<file path="config.mk">
export PLATFORM = sky130hd
export DESIGN_NAME = coco_mem_bus_unit
export DESIGN_NICKNAME = d
export VERILOG_FILES = /design/src/rtl/coco_mem_bus_unit.sv
export SDC_FILE = /design/constraint.sdc
export NUM_CORES = 1
export LEC_CHECK = 0
export ABC_AREA = 1
export CORE_ASPECT_RATIO = 1.2
export CORE_MARGIN = 3
export CORE_UTILIZATION = 30
export DETAILED_ROUTE_END_ITERATION = 10
export SYNTH_ARGS = -nofsm -noshare
export SYNTH_HDL_FRONTEND = slang
export SYNTH_SLANG_ARGS = --single-unit
</file>
<file path="constraint.sdc">
create_clock -name Clk -period 5.9 [get_ports Clk]
set_input_delay 0.59 -clock Clk [delete_from_list [all_inputs] [get_ports Clk]]
set_output_delay 0.59 -clock Clk [all_outputs]
set_load 0.02 [all_outputs]
</file>
<file path="src/rtl/coco_mem_bus_unit.sv">
// coco_mem_bus_unit: load/store bus interface with posted write buffer,
// load alignment/extension, misalignment detection and bus timeout.
module coco_mem_bus_unit #(
    parameter int DW = 32,
    parameter int AW = 32,
    parameter int WBUF_DEPTH = 2,
    parameter int TIMEOUT = 255
) (
    input  logic                       Clk,
    input  logic                       Reset,
    input  logic                       cpu_req,
    input  logic                       cpu_we,
    input  logic [1:0]                 cpu_size,
    input  logic                       cpu_signed,
    input  logic [AW-1:0]              cpu_addr,
    input  logic [DW-1:0]              cpu_wdata,
    output logic                       cpu_ack,
    output logic [DW-1:0]              cpu_rdata,
    output logic                       cpu_err,
    output logic [1:0]                 cpu_err_code,
    output logic [AW-$clog2(DW/8)-1:0] A,
    output logic [DW/8-1:0]            BE,
    output logic [DW-1:0]              WData,
    input  logic [DW-1:0]              RData,
    output logic                       Req,
    output logic                       RW,
    input  logic                       Ready,
    output logic                       wbuf_empty
);
    localparam int NB = DW / 8;
    localparam int OW = $clog2(NB);
    localparam int WW = AW - OW;
    localparam int EW = WW + NB + DW;
    localparam int PW = WBUF_DEPTH > 1 ? $clog2(WBUF_DEPTH) : 1;
    localparam int CW = $clog2(WBUF_DEPTH + 1);

    typedef enum logic [1:0] {IDLE, WR_BUS, RD_BUS, GAP} state_t;
    state_t state_q, state_d;

    logic [EW-1:0] mem_q [WBUF_DEPTH];
    logic [PW-1:0] wr_q, rd_q;
    logic [CW-1:0] cnt_q;
    logic [15:0]   tmo_q;
    logic          ack_q, err_q, req_q, rw_q;
    logic [1:0]    code_q;
    logic [DW-1:0] rdata_q, wd_q;
    logic [WW-1:0] a_q;
    logic [NB-1:0] be_q;

    logic [OW-1:0] o, amask;
    logic [NB-1:0] be_w;
    logic [DW-1:0] wd_w, sh, keep;
    logic          mis, full, take, push, pop, abort, ld_go, rd_done, sext;

    always_comb begin
        o = cpu_addr[OW-1:0];
        amask = OW'((1 << cpu_size) - 1);
        mis = (cpu_size == 2'd3 && DW == 32) || (o & amask) != '0;
        be_w = (cpu_size == 2'd0 ? NB'(1) : cpu_size == 2'd1 ? NB'(3) :
                cpu_size == 2'd2 ? NB'(15) : {NB{1'b1}}) << o;
        wd_w = cpu_size == 2'd0 ? {NB{cpu_wdata[7:0]}} :
               cpu_size == 2'd1 ? {(NB/2){cpu_wdata[15:0]}} :
               cpu_size == 2'd2 ? {(NB/4){cpu_wdata[31:0]}} : cpu_wdata;
        // keep masks the access-size bits; its top bit selects the sign bit
        sh = RData >> {o, 3'b000};
        keep = ~({DW{1'b1}} << (8 << cpu_size));
        sext = cpu_signed && |(sh & (keep ^ (keep >> 1)));
        full = cnt_q == CW'(WBUF_DEPTH);
        abort = TIMEOUT != 0 && req_q && !Ready && tmo_q == 16'(TIMEOUT - 1);
        pop = state_q == WR_BUS && (Ready || abort);
        rd_done = state_q == RD_BUS && Ready;
        // a write abort holds off new requests so its error never meets an ack
        take = cpu_req && !ack_q && !err_q && state_q != RD_BUS && !(abort && state_q == WR_BUS);
        push = take && cpu_we && !mis && (!full || pop);
        ld_go = take && !cpu_we && !mis && state_q == IDLE && cnt_q == '0;
        state_d = state_q;
        if (state_q == IDLE) state_d = cnt_q != '0 ? WR_BUS : ld_go ? RD_BUS : IDLE;
        else if (state_q == GAP) state_d = IDLE;
        else if (Ready || abort) state_d = GAP;
    end

    always_ff @(posedge Clk) begin
        if (Reset) begin
            state_q <= IDLE;
            wr_q <= '0;
            rd_q <= '0;
            cnt_q <= '0;
            tmo_q <= '0;
            ack_q <= 1'b0;
            err_q <= 1'b0;
            code_q <= 2'b00;
            rdata_q <= '0;
            a_q <= '0;
            be_q <= '0;
            wd_q <= '0;
            req_q <= 1'b0;
            rw_q <= 1'b1;
        end else begin
            state_q <= state_d;
            if (push) begin
                mem_q[wr_q] <= {cpu_addr[AW-1:OW], be_w, wd_w};
                wr_q <= wr_q == PW'(WBUF_DEPTH - 1) ? '0 : wr_q + PW'(1);
            end
            if (pop) rd_q <= rd_q == PW'(WBUF_DEPTH - 1) ? '0 : rd_q + PW'(1);
            cnt_q <= cnt_q + CW'(push) - CW'(pop);
            req_q <= state_d == WR_BUS || state_d == RD_BUS;
            tmo_q <= state_q == IDLE ? '0 : tmo_q + 16'(req_q && !Ready);
            if (state_q == IDLE && state_d == WR_BUS) {a_q, be_q, wd_q, rw_q} <= {mem_q[rd_q], 1'b0};
            if (state_q == IDLE && state_d == RD_BUS) begin
                a_q <= cpu_addr[AW-1:OW];
                be_q <= be_w;
                rw_q <= 1'b1;
            end
            ack_q <= push || rd_done;
            err_q <= (take && mis) || abort;
            if (abort) code_q <= 2'b10;
            else if (take && mis) code_q <= 2'b01;
            if (rd_done) rdata_q <= (sh & keep) | ({DW{sext}} & ~keep);
        end
    end

    assign cpu_ack = ack_q;
    assign cpu_err = err_q;
    assign cpu_err_code = code_q;
    assign cpu_rdata = rdata_q;
    assign A = a_q;
    assign BE = be_q;
    assign WData = wd_q;
    assign Req = req_q;
    assign RW = rw_q;
    assign wbuf_empty = cnt_q == '0 && state_q != WR_BUS;
endmodule

</file>
* Yosys cells after proc, flatten, opt, wreduce, memory -nomap -nowiden
Memory sizes are Yosys's and may differ from the RTL's. A register that Yosys moved wholly into a read port is not among the register bits.
Index checks and enable logic that the tools add are counted.
W data, S select, Z words.
** Storage, ports and cells
- Memories :: 1
- Register bits :: 126
- Latch bits :: 0
- Memory bits (read-only) :: 0
- RAM bits :: 132
** Cells by class
- Shifts and indexed selects :: 5
- Reduce and logical (&&, ||, !) cells :: 45
- Order comparisons :: 0
- Div/mod/pow operators :: 0
- Bitwise operators :: 8
- $add $sub $neg :: 6
- Multipliers :: 0
- Equality and inequality tests :: 11
- Mux-type cells :: 22
** Memories
- mem_q :: words 2, width 66, read ports 1, clocked after Yosys merged registers in 1, write ports 1, RTL line 40 : logic [EW-1:0] mem_q [WBUF_DEPTH];
** Operator list (count)
- $and A32 B32 Y32 :: 3
- $mux W32 :: 2
- $not A32 Y32 :: 2
- $mux W30 :: 2
- $or A32 B32 Y32 :: 1
- $reduce_or A32 Y1 :: 1
- $shl A32 B32 Y32 const A :: 1
- $shl A4 B2 Y32 const A :: 1
- $shr A32 B5 Y32 :: 1
- $xor A32 B31 Y32 :: 1
- $logic_and A1 B1 Y1 :: 21
- $add A16 B1 Y16 :: 1
- $eq A16 B8 Y1 const B :: 1
- $mux W4 :: 4
- $mux W2 :: 7
- $eq A2 B2 Y1 const B :: 5
- $reduce_bool A2 Y1 :: 4
- $logic_not A1 Y1 :: 7
- $mux W1 :: 7
- $eq A2 B1 Y1 const B :: 3
- $logic_not A2 Y1 :: 3
- $logic_or A1 B1 Y1 :: 6
- $reduce_or A2 Y1 :: 3
- $shl A4 B2 Y4 :: 1
- 8 further kinds :: 9

* Longest topological paths before layout
Gate-level depths: netlist (run 1).
- Depth in word-level cells :: 17
- Mapped depth :: 19
- Mapped depth without buffers :: 15

* Worst setup path after synthesis (run 1)
OpenSTA, ideal clock, no wires.
- Path kind :: input-to-reg
- Start point :: in cpu_size[1]
- End point :: mem mem_q[1][0] (netlist bit) (enable)
- Path slack :: 0.738 ns
- Buffers on the path :: 2
- Data required time :: 5.422 ns
- Cell stages on the path :: 11
- Data arrival time :: 4.684 ns
- Path through :: buf_4 nor2_2 buf_2 clkinv_1 ha_1 nor2_1 nor3b_2 nand3_1 nor2_1 nand2_2 nor3_2
** On the way
- Longest elaborated chain between the ends :: 11
- Elaborated cells between the ends (all ways) :: 12
- Those cells by class :: 1 x add/sub; 1 x eq/ne; 1 x shift; 3 x mux; 1 x bitwise; 5 x reduce/logical
** RTL lines
- start: declaration :: RTL line 13 : input logic [1:0] cpu_size,
- $shl A1 B2 Y2 :: RTL line 57 : amask = OW'((1 << cpu_size) - 1);
- $sub A2 B2 Y2 :: RTL line 57
- $and A2 B2 Y2 :: RTL line 58 : mis = (cpu_size == 2'd3 && DW == 32) || (o & amask) != '0;
- $reduce_bool A2 Y1 :: RTL line 58
- $logic_or A1 B1 Y1 * :: RTL line 58
- $logic_not A1 Y1 * :: RTL line 74 : push = take && cpu_we && !mis && (!full || pop);
- $logic_and A1 B1 Y1 * (2 in a row) :: RTL line 74
- $mux W1 * :: RTL line 100 : if (push) begin
- $mux W1 * :: RTL line 83 : if (Reset) begin
- $mux W1 (implied by the code) * :: RTL line 101 : mem_q[wr_q] <= {cpu_addr[AW-1:OW], be_w, wd_w};
- end: declaration :: RTL line 40
Mark *: on every way between the ends. The rest lies on a longest branch, timed or not.

* Final worst setup path (run 1)
- Start point :: in cpu_size[1]
- End point :: reg a_q[28], in the netlist A[28]
** On the way
- Longest elaborated chain between the ends :: 15
- Elaborated cells between the ends (all ways) :: 19
- Those cells by class :: 1 x add/sub; 3 x eq/ne; 1 x shift; 4 x mux; 1 x bitwise; 9 x reduce/logical
** RTL lines
- $shl A1 B2 Y2 :: RTL line 57
- $sub A2 B2 Y2 :: RTL line 57
- $and A2 B2 Y2 :: RTL line 58
- $reduce_bool A2 Y1 :: RTL line 58
- $logic_or A1 B1 Y1 * :: RTL line 58
- $logic_not A1 Y1 * :: RTL line 75 : ld_go = take && !cpu_we && !mis && state_q == IDLE && cnt_q == '0;
- $logic_and A1 B1 Y1 * (3 in a row) :: RTL line 75
- $mux W2 * (3 in a row) :: RTL line 77 : if (state_q == IDLE) state_d = cnt_q != '0 ? WR_BUS : ld_go ? RD_BUS : IDLE;
- via state_d[1] :: RTL line 38 : state_t state_q, state_d;
- $eq A2 B2 Y1 or $eq A2 B1 Y1 (tied branches) :: RTL line 109, 108
- $logic_and A1 B1 Y1, on equally long branches :: RTL line 109, 108
- $mux W30 or $reduce_bool A2 Y1 (tied branches)
- end signal: assignment :: RTL line 108 : if (state_q == IDLE && state_d == WR_BUS) {a_q, be_q, wd_q, rw_q} <= {mem_q[rd_q], 1'b0};
- end signal: assignment :: RTL line 110 : a_q <= cpu_addr[AW-1:OW];
- end: declaration :: RTL line 47 : logic [WW-1:0] a_q;
Mark *: on every way through the listed nets, which the timed path passes. The rest lies on a longest branch.
A chain may end at the register's enable or synchronous reset.

==> impl_metrics.json, run 1 <==
{
  "synth.distinct_cells": 43,
  "cts.hold.buffers_added": 0,
  "critPathRequiredTime_ns": 6.38,
  "cts_sinks": 259,
  "wl_met2_um": 14100,
  "ys.warnings.count": 0,
  "hold_start": "cpu_err_code[0]",
  "dr.pass1.iters": 5,
  "synth_edf_count": 132,
  "p_leak_uw": 0.00519,
  "hp-class": "flip-flop to flip-flop",
  "wl_um": 29500,
  "critical_path_class": "primary input to flip-flop",
  "wirelength_met1_um": 12500,
  "fillCellCount": 3362,
  "dpl_worst_slack_ns": 1.08,
  "clockRootBuffer": "clkbuf_16",
  "power_density_nw_per_um2": 431,
  "irDropWorstVdd_mv": 0.194,
  "avgSynthCellArea_um2": 9.71,
  "avgRoutedWirePerCell_um": 16.7,
  "area_growth_pct": 32.0,
  "vias": 8322,
  "top_layer": "met4",
  "reg2reg_slack_ns": 2.35,
  "clkTransAtPathRegs_ns": 0.07,
  "io_buffers": 208,
  "clk-insertion-delay-late_ns": 0.54,
  "async_flop_share_pct": 0,
  "core_area_um2": 35000,
  "antenna_found_initial": 1,
  "synth_flop_cell": "edfxtp_1",
  "final_common_cell": "nand2_1",
  "layout-drive-gt1-share_pct": 8.45,
  "post_cts_buffers": 0,
  "rsz0062_at_grt": "no",
  "finClkSkew_ns": 0.0136,
  "netlist_instances": 1099,
  "cts_buffers": 28,
  "antenna_left": 0,
  "grt_pass1_wl_um": 45200,
  "synth_area_um2": 10700,
  "r2r_cells": 12,
  "finalMaxSlewViolations": 0,
  "fin_area_um2": 14100,
  "finalCritPeriodShare_pct": 71.3,
  "slew_headroom_pct": 32.8,
  "die_x_um": 178,
  "grt.total_usage_pct": 15.1,
  "status": "complete, no violations",
  "layout_common_cells": "nand2_1, clkdlybuf4s50_1, edfxtp_1",
  "cpPeakStageDelay_ns": 0.80,
  "worst_ep_arrival_time_ns": 4.69,
  "finalNetCount": 1390,
  "initial_core_util_pct": 30.5,
  "tns_ns": 0,
  "fin_crit_ns": 4.21,
  "htree_levels": 1,
  "cp_slowest_cell": "clkdlybuf4s50_1",
  "grt_max_degree": 87,
  "setup_ws_ns": 1.69,
  "worst_slew_pin_slew_ns": 1.01,
  "gp_congestion": 0.801,
  "critPathMaxFanout": 48,
  "die_area_um2": 37900,
  "cts_buffer_depth": 3,
  "crit_buf_inv": 4,
  "rows": 75,
  "r2r_start": "state_q[0]",
  "dp_hpwl_um": 19700,
  "cts_resized": 0,
  "fmax_mhz": 238,
  "vias_per_cell": 4.71,
  "crit_start": "cpu_size[1]",
  "grt_pass1_vias": 8093,
  "worst_path_most_repeated_cell": "nand2_1",
  "r2r-end": "A[28]",
  "synth_seq_cells": 259,
  "cpLargestDelayFamily": "buffers and inverters",
  "crit_path_start_kind": "primary input",
  "path_depth": 16,
  "setup_viol": 0,
  "finalPower_uw": 6070,
  "critPathCapture": "A[28]",
  "die_h_um": 213,
  "wl_met3_um": 1990,
  "end_kind": "flip-flop",
  "hold_viol": 0,
  "cap_violations": 0,
  "placed_area_um2": 13100,
  "tritoncts": "built",
  "io_pins": 209,
  "grt_overflow_total": 0,
  "drcViolationCount": 0,
  "ys_seq_area_share_pct": 61.0,
  "synth_fp_nets": 1209,
  "drt-initial-drc-count": 477,
  "worstPathCellList": "clkdlybuf4s50_1 -> inv_2 -> nand2_2 -> ha_1 -> nor2_1 -> nor3b_2 -> nand4_1 -> nand3_1 -> ha_1 -> nand2_2 -> nand2_1 -> inv_2 -> nand2_1 -> o211ai_1 -> nand2_1 -> inv_1"
}
==> sequential cells by signal, summed over array words and instances, names as in the netlist, named ones only <==
register / flops
mem_q: 132
WData: 32
cpu_rdata: 32
A: 30
tmo_q: 16
BE: 4
cnt_q: 2
cpu_err_code: 2
state_q: 2
RW: 1
Req: 1
cpu_ack: 1
cpu_err: 1
rd_q: 1
wr_q: 1
==> worst min path at each step <==
stage / to / slack (ns) / depth (start not counted)
after floorplan: flip-flop / 0.43 / 1
after global placement: flip-flop / 0.43 / 1
after detailed placement: flip-flop / 0.44 / 1
after CTS: cpu_err_code[0] / 0.46 / 2
after global routing: A[12] / 0.48 / 2
final: cpu_err_code[0] / 0.45 / 2
==> cells by family after synthesis <==
family / synth area share, %
multiplexers: 1.60
XOR/XNOR: 0.164
flip-flops: 61.0
AND/OR/NAND/NOR: 16.0
adder cells (fa/ha/maj): 0.704
AO/OA/AOI/OAI: 14.7
buffers and inverters: 5.76
==> layout make-up <==
class                      count  area (µm²)  share of cell area [%]
inverter                      80         304                    2.16
clock inverter                23         274                    1.95
multi-input combinational    695        3550                    25.2
tap                          462         578                    4.11
timing repair buffer         216        2140                    15.2
antenna                        2        5.00                  0.0355
clock buffer                  29         714                    5.07
sequential                   259        6510                    46.2
==> per-stage QoR <==
step / hold WS [ns] / std cells / util, %
global route: 0.475 / 1765 / 40.2
finish: 0.448 / 1766 / 40.2
global placement: 0.430 / 1712 / 37.4
floorplan: 0.431 / 1099 / -
detailed placement: 0.441 / 1712 / 37.4
CTS: 0.456 / 1764 / 40.2
==> worst reg2reg max path: stages, from the launching register on <==
cell	delay, ns
dfxtp_1	0.36
nor2_2	0.18
nand2_2	0.13
inv_2	0.73
a211oi_1	0.15
ha_1	0.30
nand2_2	0.44
nand2_1	0.18
inv_2	0.62
nand2_1	0.15
o211ai_1	0.13
nand2_1	0.07
inv_1	0.07
==> layer usage <==
metal	global-route usage, %	vias up
met2	25.6	239
met1	19.1	3890
met3	3.45	48
met4	5.07	0
met5	0	-
li1	-	4145
==> synth_stat cells, types with 7 or more instances <==
master	instances	area [µm²]
o31ai_1	7	52.6
mux2i_1	17	170
dfxtp_1	127	2540
a21oi_2	11	96.3
o21ai_0	90	450
a21oi_1	77	385
buf_2	21	105
nand2_1	272	1020
nor3_1	8	40.0
nand3_1	23	115
nor2_1	57	214
inv_2	9	33.8
clkbuf_1	34	128
edfxtp_1	132	3960
inv_1	68	255
o211ai_1	32	240
a31oi_1	51	319
==> report_power, final <==
part,internal (µW),switching (µW),total (µW)
registers,2170,200,2370
logic,758,1090,1850
clock network,1110,746,1850
total,4030,2040,6070
Power figures use the tool's default switching activity.
==> run 2: changes to the inputs <==
Clock period 5.9 ns to 3.9 ns, I/O delays scaled along.
==> run 2 against run 1 <==
Against the previous run:
- clock power rose by 54%
- first-iteration DRC count shrank 6.3%
- setup slack got worse by 0.82 ns
- combinational power grew 57%
- sequential cell count stayed put
- sequential share of layout area down 0.38 points
- clock skew is 0.0037 ns lower
- global-route usage increased by 0.068 points
==> impl_metrics.json, run 2 (synthesized netlist as in run 1, its figures left out) <==
{
  "cts_sinks": 259,
  "grt_overflow_total": 0,
  "drt-initial-drc-count": 447,
  "gp_congestion": 0.782,
  "io_pins": 209,
  "sw_frac_of_total_pct": 33.0,
  "dr.pass1.iters": 5,
  "end_kind": "flip-flop",
  "finalCritPeriodShare_pct": 77.4,
  "vias_per_cell": 4.79,
  "antenna_found_initial": 0,
  "setup_viol": 0,
  "wl_um": 29600,
  "fmax_mhz": 331,
  "worst_path_most_repeated_cell": "nand2_1",
  "cts_buffers": 28,
  "cp_slowest_cell": "inv_2",
  "critical_path_class": "primary input to flip-flop",
  "avgRoutedWirePerCell_um": 16.7,
  "clockRootBuffer": "clkbuf_16",
  "tns_ns": 0,
  "largest-register": "mem_q",
  "r2r_cells": 14,
  "cap_violations": 0,
  "finalMaxSlewViolations": 0,
  "io_buffers": 208,
  "drcViolationCount": 0,
  "irDropWorstVdd_mv": 0.321,
  "finClkSkew_ns": 0.00995,
  "dp_hpwl_um": 19500,
  "p_sw_uw": 3050,
  "layout-drive-gt1-share_pct": 8.85,
  "grt.total_usage_pct": 15.2,
  "vias": 8493,
  "combPwrFrac_pct": 31.3,
  "finalNetCount": 1398,
  "finalPower_uw": 9250,
  "crit_path_start_kind": "primary input",
  "internal_power_uw": 6200,
  "fin_area_um2": 14200,
  "die_h_um": 213,
  "holdPathStages": 1,
  "rsz0062_at_grt": "no",
  "cpPeakStageDelay_ns": 0.62,
  "hold_start": "rd_q",
  "antenna_left": 0,
  "post_cts_buffers": 0,
  "die_area_um2": 37900,
  "worst_ep_arrival_time_ns": 3.50,
  "multiInputGateArea_um2": 3550,
  "r2r-end": "A[11]",
  "layout_common_cells": "nand2_1, clkdlybuf4s50_1, edfxtp_1",
  "p_seq_share_pct": 38.0,
  "cts_resized": 0,
  "critPathMaxFanout": 48,
  "initial_core_util_pct": 30.5,
  "final_common_cell": "nand2_1",
  "tritoncts": "built",
  "grt_pass1_wl_um": 45400,
  "worstPathCellList": "clkdlybuf4s50_1 -> nor2_2 -> clkinv_2 -> ha_1 -> nor2_1 -> nor3b_2 -> nand4_1 -> nand3_1 -> ha_1 -> nand2_2 -> nand2_1 -> inv_2 -> nand2_1 -> o211ai_1 -> nand2_1 -> inv_1",
  "reg2reg_slack_ns": 1.09,
  "placed_area_um2": 13200,
  "n_antenna_cell": 0,
  "area_growth_pct": 33.1,
  "rows": 75,
  "p_leak_uw": 0.00524,
  "worst_slew_pin_slew_ns": 1.03,
  "status": "complete, no violations",
  "fin_crit_ns": 3.02,
  "slew_headroom_pct": 31.5,
  "power_density_nw_per_um2": 652,
  "critPathRequiredTime_ns": 4.38,
  "grt_pass1_vias": 8263,
  "register_area_um2": 6510,
  "core_area_um2": 35000,
  "grt_max_degree": 87,
  "cts_buffer_depth": 3,
  "p_clk_share_pct": 30.7,
  "clk-insertion-delay-late_ns": 0.54,
  "fillCellCount": 3355,
  "hp-class": "flip-flop to flip-flop",
  "cts.hold.buffers_added": 0,
  "r2r_start": "tmo_q[9]",
  "die_x_um": 178,
  "clkTransAtPathRegs_ns": 0.06,
  "hold_viol": 0,
  "htree_levels": 1,
  "largest_reg_flops": 132
}
## run 2: worst max path at each step
stage | start | end | slack (ns) | cells past startpoint
6_report | cpu_size[1] | A[11] | 0.88 | 16
5_1_grt | cpu_size[1] | A[14] | 0.57 | 15
4_1_cts | cpu_size[1] | A[11] | 0.85 | 16
3_5_place_dp | cpu_size[1] | A[11] | 0.28 | 16
3_3_place_gp | cpu_size[1] | A[3] | 0.39 | 15
2_1_floorplan | cpu_size[1] | mem_q[1][0] | 0.03 | 11
## run 2: through the flow
step | std cells | hold WS [ns] | util (%) | worst slack (ns)
2_1_floorplan | 1099 | 0.431 | - | 0.0308
3_3_place_gp | 1720 | 0.429 | 37.7 | 0.395
3_5_place_dp | 1720 | 0.441 | 37.7 | 0.279
4_1_cts | 1772 | 0.444 | 40.6 | 0.854
5_1_grt | 1772 | 0.459 | 40.6 | 0.570
6_report | 1772 | 0.449 | 40.6 | 0.880
## run 2: power by group through the flow
stage	Sequential [µW]	Clock (µW)	Combinational (µW)
floorplan	3960	0	1290
CTS	3520	2910	2950
detailed placement	3570	0	2940
global route	3560	3030	3180
finish	3510	2840	2900
global placement	3570	0	2900
## run 2: metal layers
| layer | track usage (%) | vias up | part of all wire [%] | wire (µm) |
|---|---|---|---|---|
| met5 | 0 | - | 0 | 0 |
| met4 | 4.71 | 0 | 2.3 | 669 |
| met3 | 2.80 | 44 | 5.9 | 1730 |
| met2 | 26.6 | 241 | 50 | 14800 |
| met1 | 19.0 | 4041 | 42 | 12400 |
| li1 | - | 4167 | - | - |
## run 2: critical path: cells and delay by family
family | cells | cell delay (ns)
AO/OA/AOI/OAI | 1 | 0.12
AND/OR/NAND/NOR | 9 | 1.06
adder cells (fa/ha/maj) | 2 | 0.55
buffers and inverters | 4 | 1.34
## run 2: area by class of cell
cell class                 count  area share [%]
clock buffer                  36            5.58
clock inverter                16            1.46
inverter                      80            2.14
multi-input combinational    695            25.0
sequential                   259            45.9
tap                          462            4.07
timing repair buffer         224            15.9
